## config.mk

```make
export PLATFORM = sky130hd
export DESIGN_NAME = game_ctrl_flat
export DESIGN_NICKNAME = d
export VERILOG_FILES = /design/src/rtl/game_ctrl_pkg.sv /design/src/rtl/game_ctrl_if.sv /design/src/rtl/game_ctrl_serve_timer.sv /design/src/rtl/game_ctrl.sv /design/src/flat_wrapper.sv
export SDC_FILE = /design/constraint.sdc
export NUM_CORES = 1
export LEC_CHECK = 0
export ABC_CLOCK_PERIOD_IN_PS = 2080
export CAP_MARGIN = 25
export CORE_MARGIN = 2
export CORE_UTILIZATION = 50
export DETAILED_ROUTE_END_ITERATION = 8
export GPL_ROUTABILITY_DRIVEN = 0
export PLACE_DENSITY = 0.76
export SYNTH_ARGS = -nofsm -noshare
export SYNTH_HDL_FRONTEND = slang
export SYNTH_SLANG_ARGS = --single-unit
```

## constraint.sdc

```tcl
create_clock -name clk -period 2.08 [get_ports clk]
set_input_delay 0.52 -clock clk [delete_from_list [all_inputs] [get_ports clk]]
set_output_delay 0.52 -clock clk [all_outputs]
set_load 0.05 [all_outputs]
```

## src/rtl/game_ctrl_pkg.sv

```systemverilog
// Shared definitions for the brick-breaker game sequencer: state encoding and defaults.
package game_pkg;

  localparam int unsigned STATE_W        = 3;
  localparam int unsigned NUM_BRICKS_DEF = 6;
  localparam int unsigned LIVES_INIT_DEF = 3;

  typedef enum logic [STATE_W-1:0] {
    ST_IDLE       = 3'd0,
    ST_SERVE_WAIT = 3'd1,
    ST_LAUNCH     = 3'd2,
    ST_PLAY       = 3'd3,
    ST_LOST       = 3'd4,
    ST_OVER       = 3'd5,
    ST_WIN        = 3'd6
  } state_e;

endpackage

```

## src/rtl/game_ctrl_if.sv

```systemverilog
// Bundle of play-field events in and ball/HUD controls out of the game sequencer.
interface game_ctrl_if #(
  parameter int unsigned NUM_BRICKS = game_pkg::NUM_BRICKS_DEF,
  parameter int unsigned SCORE_W    = 8
);

  logic                         start_btn;
  logic                         ball_destroyed;
  logic                         hit_valid;
  logic [2:0]                   hit_idx;
  logic                         ball_rst_n;
  logic                         ball_start;
  logic [NUM_BRICKS-1:0]        bricks_exist;
  logic [SCORE_W-1:0]           score;
  logic [1:0]                   lives;
  logic [game_pkg::STATE_W-1:0] state;
  logic                         game_over;
  logic                         game_won;

  modport master (
    output start_btn, ball_destroyed, hit_valid, hit_idx,
    input  ball_rst_n, ball_start, bricks_exist, score, lives, state, game_over, game_won
  );

  modport slave (
    input  start_btn, ball_destroyed, hit_valid, hit_idx,
    output ball_rst_n, ball_start, bricks_exist, score, lives, state, game_over, game_won
  );

endinterface

```

## src/rtl/game_ctrl_serve_timer.sv

```systemverilog
// Load/count pulse counter; tc_o is high on the last of TICKS counts and the count wraps.
module serve_timer #(
  parameter int unsigned TICKS = 50000000
) (
  input  logic clk,
  input  logic rst,
  input  logic load_i,
  input  logic en_i,
  output logic tc_o
);

  localparam int unsigned CW = (TICKS > 1) ? $clog2(TICKS) : 1;

  logic [CW-1:0] cnt_q, cnt_d;

  assign tc_o = (cnt_q == CW'(TICKS - 1));

  always_comb begin
    cnt_d = cnt_q;
    if (load_i) begin
      cnt_d = '0;
    end else if (en_i) begin
      cnt_d = tc_o ? '0 : cnt_q + CW'(1);
    end
  end

  always_ff @(posedge clk) begin
    if (rst) cnt_q <= '0;
    else     cnt_q <= cnt_d;
  end

endmodule

```

## src/rtl/game_ctrl.sv

```systemverilog
// Game-level sequencer: serve timing, brick mask, score and lives for the ball datapath.
module game_ctrl
  import game_pkg::*;
#(
  parameter int unsigned NUM_BRICKS       = NUM_BRICKS_DEF,
  parameter int unsigned LIVES_INIT       = LIVES_INIT_DEF,
  parameter int unsigned SERVE_TICKS      = 50000000,
  parameter int unsigned SCORE_W          = 8,
  parameter int unsigned POINTS_PER_BRICK = 1
) (
  input  logic        clk,
  input  logic        rst,
  game_ctrl_if.slave  bus
);

  state_e                state_q, state_d;
  logic [NUM_BRICKS-1:0] bricks_q, bricks_d, clr_mask;
  logic [SCORE_W-1:0]    score_q, score_d;
  logic [SCORE_W:0]      score_sum;
  logic [1:0]            lives_q, lives_d;
  logic                  start_q, start_rise;
  logic                  ball_rst_n_q, ball_rst_n_d;
  logic                  ball_start_q, ball_start_d;
  logic                  over_q, over_d;
  logic                  won_q, won_d;
  logic                  entering_serve;
  logic                  tmr_tc;

  assign start_rise = bus.start_btn & ~start_q;

  always_comb begin
    clr_mask = '0;
    for (int unsigned i = 0; i < NUM_BRICKS; i++) begin
      if (bus.hit_valid && bus.hit_idx == 3'(i) && bricks_q[i]) clr_mask[i] = 1'b1;
    end
  end

  assign score_sum = {1'b0, score_q} + (SCORE_W+1)'(POINTS_PER_BRICK);

  always_comb begin
    state_d  = state_q;
    bricks_d = bricks_q;
    score_d  = score_q;
    lives_d  = lives_q;
    unique case (state_q)
      ST_IDLE:       if (start_rise) state_d = ST_SERVE_WAIT;
      ST_SERVE_WAIT: if (tmr_tc) state_d = ST_LAUNCH;
      ST_LAUNCH:     state_d = ST_PLAY;
      ST_PLAY: begin
        // The hit is applied first so a same-cycle loss still keeps the point,
        // and clearing the last brick beats a same-cycle loss.
        if (|clr_mask) begin
          bricks_d = bricks_q & ~clr_mask;
          score_d  = score_sum[SCORE_W] ? '1 : score_sum[SCORE_W-1:0];
        end
        if ((|clr_mask) && (bricks_d == '0)) state_d = ST_WIN;
        else if (bus.ball_destroyed)         state_d = ST_LOST;
      end
      ST_LOST: begin
        if (lives_q <= 2'd1) begin
          lives_d = '0;
          state_d = ST_OVER;
        end else begin
          lives_d = lives_q - 2'd1;
          state_d = ST_SERVE_WAIT;
        end
      end
      ST_OVER, ST_WIN: begin
        if (start_rise) begin
          bricks_d = '1;
          score_d  = '0;
          lives_d  = 2'(LIVES_INIT);
          state_d  = ST_SERVE_WAIT;
        end
      end
      default: state_d = ST_IDLE;
    endcase
  end

  // Outputs are registered from the next state so they line up with the state register.
  assign entering_serve = (state_d == ST_SERVE_WAIT) && (state_q != ST_SERVE_WAIT);

  always_comb begin
    ball_start_d = (state_d == ST_LAUNCH);
    over_d       = (state_d == ST_OVER);
    won_d        = (state_d == ST_WIN);
    ball_rst_n_d = !((state_d == ST_IDLE) || (state_d == ST_OVER) ||
                     (state_d == ST_WIN)  || entering_serve);
  end

  serve_timer #(.TICKS(SERVE_TICKS)) u_serve_timer (
    .clk    (clk),
    .rst    (rst),
    .load_i (entering_serve),
    .en_i   (state_q == ST_SERVE_WAIT),
    .tc_o   (tmr_tc)
  );

  always_ff @(posedge clk) begin
    if (rst) begin
      state_q      <= ST_IDLE;
      bricks_q     <= '1;
      score_q      <= '0;
      lives_q      <= 2'(LIVES_INIT);
      start_q      <= 1'b0;
      ball_rst_n_q <= 1'b0;
      ball_start_q <= 1'b0;
      over_q       <= 1'b0;
      won_q        <= 1'b0;
    end else begin
      state_q      <= state_d;
      bricks_q     <= bricks_d;
      score_q      <= score_d;
      lives_q      <= lives_d;
      start_q      <= bus.start_btn;
      ball_rst_n_q <= ball_rst_n_d;
      ball_start_q <= ball_start_d;
      over_q       <= over_d;
      won_q        <= won_d;
    end
  end

  assign bus.state        = state_q;
  assign bus.bricks_exist = bricks_q;
  assign bus.score        = score_q;
  assign bus.lives        = lives_q;
  assign bus.ball_rst_n   = ball_rst_n_q;
  assign bus.ball_start   = ball_start_q;
  assign bus.game_over    = over_q;
  assign bus.game_won     = won_q;

endmodule

```

## src/flat_wrapper.sv

```systemverilog
// flat-port wrapper written by rule: the top's interface ports become plain ports
module game_ctrl_flat import game_pkg::*;
#(
  parameter int unsigned NUM_BRICKS       = NUM_BRICKS_DEF,
  parameter int unsigned LIVES_INIT       = LIVES_INIT_DEF,
  parameter int unsigned SERVE_TICKS      = 50000000,
  parameter int unsigned SCORE_W          = 8,
  parameter int unsigned POINTS_PER_BRICK = 1
)
  (clk, rst, bus_start_btn, bus_ball_destroyed, bus_hit_valid, bus_hit_idx, bus_ball_rst_n, bus_ball_start, bus_bricks_exist, bus_score, bus_lives, bus_state, bus_game_over, bus_game_won);
  game_ctrl_if #(.NUM_BRICKS(NUM_BRICKS), .SCORE_W(SCORE_W)) bus_i ();
  input  logic clk;
  input  logic rst;
  input wire logic [$bits(bus_i.start_btn)-1:0] bus_start_btn;
  input wire logic [$bits(bus_i.ball_destroyed)-1:0] bus_ball_destroyed;
  input wire logic [$bits(bus_i.hit_valid)-1:0] bus_hit_valid;
  input wire logic [$bits(bus_i.hit_idx)-1:0] bus_hit_idx;
  output wire logic [$bits(bus_i.ball_rst_n)-1:0] bus_ball_rst_n;
  output wire logic [$bits(bus_i.ball_start)-1:0] bus_ball_start;
  output wire logic [$bits(bus_i.bricks_exist)-1:0] bus_bricks_exist;
  output wire logic [$bits(bus_i.score)-1:0] bus_score;
  output wire logic [$bits(bus_i.lives)-1:0] bus_lives;
  output wire logic [$bits(bus_i.state)-1:0] bus_state;
  output wire logic [$bits(bus_i.game_over)-1:0] bus_game_over;
  output wire logic [$bits(bus_i.game_won)-1:0] bus_game_won;
  assign bus_i.start_btn = bus_start_btn;
  assign bus_i.ball_destroyed = bus_ball_destroyed;
  assign bus_i.hit_valid = bus_hit_valid;
  assign bus_i.hit_idx = bus_hit_idx;
  assign bus_ball_rst_n = bus_i.ball_rst_n;
  assign bus_ball_start = bus_i.ball_start;
  assign bus_bricks_exist = bus_i.bricks_exist;
  assign bus_score = bus_i.score;
  assign bus_lives = bus_i.lives;
  assign bus_state = bus_i.state;
  assign bus_game_over = bus_i.game_over;
  assign bus_game_won = bus_i.game_won;
  game_ctrl #(.NUM_BRICKS(NUM_BRICKS), .LIVES_INIT(LIVES_INIT), .SERVE_TICKS(SERVE_TICKS), .SCORE_W(SCORE_W), .POINTS_PER_BRICK(POINTS_PER_BRICK)) u_core (.clk(clk), .rst(rst), .bus(bus_i));
endmodule
```

==> summary.md <==
In this run, synthesis inferred 0 flip-flops with an integrated enable. The via density per instance works out to 5.52. The async set or reset register ratio after synthesis was 0. STA classifies the critical path endpoint as a flop. The tools report the number of buffers created by CTS as 5. Number of clock sinks: 50. The per-cell routed wire length is 15.9 µm.

The sequential-to-total area share from yosys stat is 0.394. STA classifies the critical path startpoint as a flop. The final cycle utilization of the critical path was 1.07.

Registers take 0.00101 mm². The critical path is of the flop to flop type. In the synthesized netlist, the number of instances is 300. The layout has 346 filler cells. At the worst endpoint, the required time is 2290 ps. Summing all placed instances gives a cell area of 0.00328 mm². In this run the register-to-register setup slack is -160 ps.

In this run the count of I/O pins placed on the die edge is 31. After synthesis the netlist holds a flip-flop and latch count of 50. The count of cells along the worst hold path works out to 2. In this run, the number of DRC markers left after iteration 0 of detailed routing was 107. The distinct cell type count after synthesis is 57, and the area taken by multi-input logic gates is 0.00174 mm².

The worst-path maximum fanout works out to 6. Detailed-router iteration count before antenna repair: 4. The first global-routing pass estimated 11100 µm of wire. The analysis attributes to cell leakage a power of 1.51 nW. The largest vdd supply drop was 0.445 mV. Summed over all layers, the global routing overflow is 0. The count of buffers added on input and output ports is 30. Including well taps, the total number of placed cells is 441. The pin count of the biggest net entering global routing is 17, and the all-layer global routing usage is 0.256.

The finished cells cover 0.00385 mm². The chip width is 75.3 µm, and the number of global-route vias before repair is 2457. The tools report the count of antenna diodes in the layout as 0. For the data arrival time of the critical path, the log shows 2440 ps. The tools report the master cell of the clock root buffer as clkbuf_8. The floorplan step defined a die boundary enclosing 0.00566 mm².

The checks that failed: setup timing. In the routed design, unresolved DRC markers number 0. Max-slew headroom at the worst pin: 0.662. The finished layout holds 467 standard cells, fillers aside. The routed layout has 2580 vias.

Measured along the y axis, the die boundary spans 75.3 µm. For this run, the number of Yosys warnings is 0. The number of hold buffers added after CTS was 0. Clock-pin slew was measured on the worst setup and hold paths at 90 ps. After synthesis, the mean cell area works out to 8.46 µm². Setup violations remaining at the end of the flow were counted as 29. The logs give 0 for the final number of hold-violating endpoints and 0 for the number of routed nets with antenna violations. Clock skew on the completed layout was measured at 8.00 ps. In this run the critical register-to-register path is launched from u_core.u_serve_timer.cnt_q[1]. Path class of the lowest-slack min-delay path: flop to flop. The net count reported at finish was 409. The worst path needs 2240 ps of the cycle, external delays included. Power density of the placed cells: 480 mW/mm². Detailed placement finished with a half-perimeter wire length of 4420 µm. Initial standard-cell utilization of the core: 0.527. The final wirelength was 7430 µm.

The pin slew with the least headroom to its limit was 505 ps; the setup slack of the critical path after layout was -156 ps. The highest clock frequency the design can meet is 0.447 GHz. Setup repair after global routing could not meet its margin everywhere. After floorplanning, the core was divided into 25 placement rows. The share of layout cells above drive strength 1 was 0.370. For the fraction of the core area covered by cells at the end of the flow, the log shows 0.800.

TritonCTS built the clock tree. The flow ran to the end, but the final reports show violations. The H-tree was split into 2 levels. The core region is 0.00482 mm². The tools report the hold path startpoint as u_core.bus.lives[1]. The clock passes through at most 2 buffers. The area growth from synthesis to layout is 51.8%. Initial antenna violation count: 0. The endpoint identified for the worst register-to-register timing path is u_core.u_serve_timer.cnt_q[7].

The run gives 0 as the count of pins over their slew limit. The number of maximum-capacitance violations was 0; the source-to-sink clock delay at the later pin of the worst-skew pair was 310 ps. The cell area after synthesis was 0.00254 mm². Counting every net in the synthesized netlist gives 310.

The most used flip-flop cell after synthesis is dfxtp_1. The path with the worst hold slack has its endpoint at u_core.bus.lives[1]. The worst reg2reg path depth was 10.
## cells by family (layout without fill, tap and decap cells)
family          Yosys count  after routing  synth area share
compound gates           55             56             0.158
xor+xnor                 25             25            0.0862
fa+ha+maj                 2              2           0.00986
buf+inv                  19            118            0.0365
flops                    50             50             0.394
mux                       5              5            0.0197
simple gates            144            144             0.296
## state kept, by name, summed over array words and instances (netlist names)
| register | flops |
|---|---|
| u_core.u_serve_timer.cnt_q | 26 |
| u_core.bus.score | 8 |
| u_core.bus.bricks_exist | 6 |
| u_core.bus.state | 3 |
| u_core.bus.lives | 2 |
| u_core.bus.ball_rst_n | 1 |
| u_core.bus.ball_start | 1 |
| u_core.bus.game_over | 1 |
| u_core.bus.game_won | 1 |
| u_core.start_q | 1 |
## layout make-up
cell class | instances | area share
multi-input combinational | 232 | 0.451
sequential | 50 | 0.261
timing repair buffer | 101 | 0.232
tap | 67 | 0.0218
clock buffer | 6 | 0.0214
inverter | 9 | 0.00877
clock inverter | 2 | 0.00325
## critical path, stage by stage (launching register included)
cell	delay, ps
dfxtp_2	370
ha_4	160
nand3_4	70
or4b_4	550
nor3_4	250
buf_6	150
nand2_4	50
buf_6	150
o211ai_4	120
clkbuf_16	230
nor2_4	30
## cell usage after synthesis, drive strengths merged, types with 2 or more instances
master,count,area share
a211oi,6,0.018
a21oi,12,0.024
a31oi,2,0.0049
and2,5,0.012
and3,5,0.012
and4,3,0.010
buf,7,0.019
clkbuf,3,0.0044
dfxtp,50,0.39
ha,2,0.0099
inv,9,0.013
mux2i,5,0.020
nand2,23,0.035
nand2b,3,0.0074
nand3,17,0.034
nand3b,3,0.0089
nand4,6,0.017
nand4b,2,0.0069
nor2,53,0.078
nor2b,4,0.0099
nor3,10,0.031
nor3b,2,0.0059
o211a,2,0.0079
o211ai,2,0.011
o21ai,15,0.034
o21bai,2,0.0074
o22ai,2,0.0049
or3b,2,0.0069
or4b,2,0.0094
xnor2,12,0.041
xor2,13,0.045
## layer usage
layer  part of all wire  GRT usage  vias up
li1                   -          -     1260
met1               0.41      0.304     1241
met2               0.54      0.459       67
met3              0.035     0.0522       12
met4              0.015     0.0897        0
met5                  0          0        -
## metrics by stage
step | setup WS (ps) | hold slack (ps) | total power, mW | TNS [ps]
2_1_floorplan | -47.0 | 472 | 1.10 | -238
3_3_place_gp | -598 | 487 | 1.16 | -22980
3_5_place_dp | -701 | 497 | 1.16 | -25090
4_1_cts | -96.4 | 516 | 1.83 | -258
5_1_grt | -217 | 554 | 1.91 | -4530
6_report | -156 | 525 | 1.85 | -2820
## how the worst max path moves through the flow
stage / cells after the start / slack [ps] / endpoint / from
after detailed placement: 8 / -700 / u_core.u_serve_timer.cnt_q[21] / bus_hit_idx[2]
after floorplan: 8 / -50 / u_core.bus.ball_rst_n / bus_hit_idx[0]
after global routing: 9 / -220 / u_core.bus.ball_rst_n / u_core.u_serve_timer.cnt_q[1]
after CTS: 9 / -100 / u_core.bus.ball_rst_n / u_core.u_serve_timer.cnt_q[0]
final: 10 / -160 / u_core.u_serve_timer.cnt_q[7] / u_core.u_serve_timer.cnt_q[1]
after global placement: 8 / -600 / u_core.u_serve_timer.cnt_q[20] / bus_hit_idx[2]
## cells in the final DEF (no fill, tap or decap), types with 11 or more instances in the layout
cell     netlist  final
dfxtp_1       50     45
nor2_1        53     30
nand3_1       17     16
nor2_4         0     19
xnor2_1       12     12
buf_4          0     67
xor2_1        13     13
a21oi_1       12     12
nand2_1       22     22
o21ai_0       12     11
## power breakdown
group          internal, mW  total, mW  switching [mW]
sequential            0.964      0.970         0.00663
combinational         0.124      0.277           0.154
clock                 0.268      0.604           0.336
## what timing repair did
action,4_1_cts,5_1_grt
gates cloned,2,0
pin swaps,24,26
endpoints found under the setup margin,41,40
buffers inserted,8,8
gates resized for setup,44,50
No activity file was read; power rests on OpenSTA's default activity.
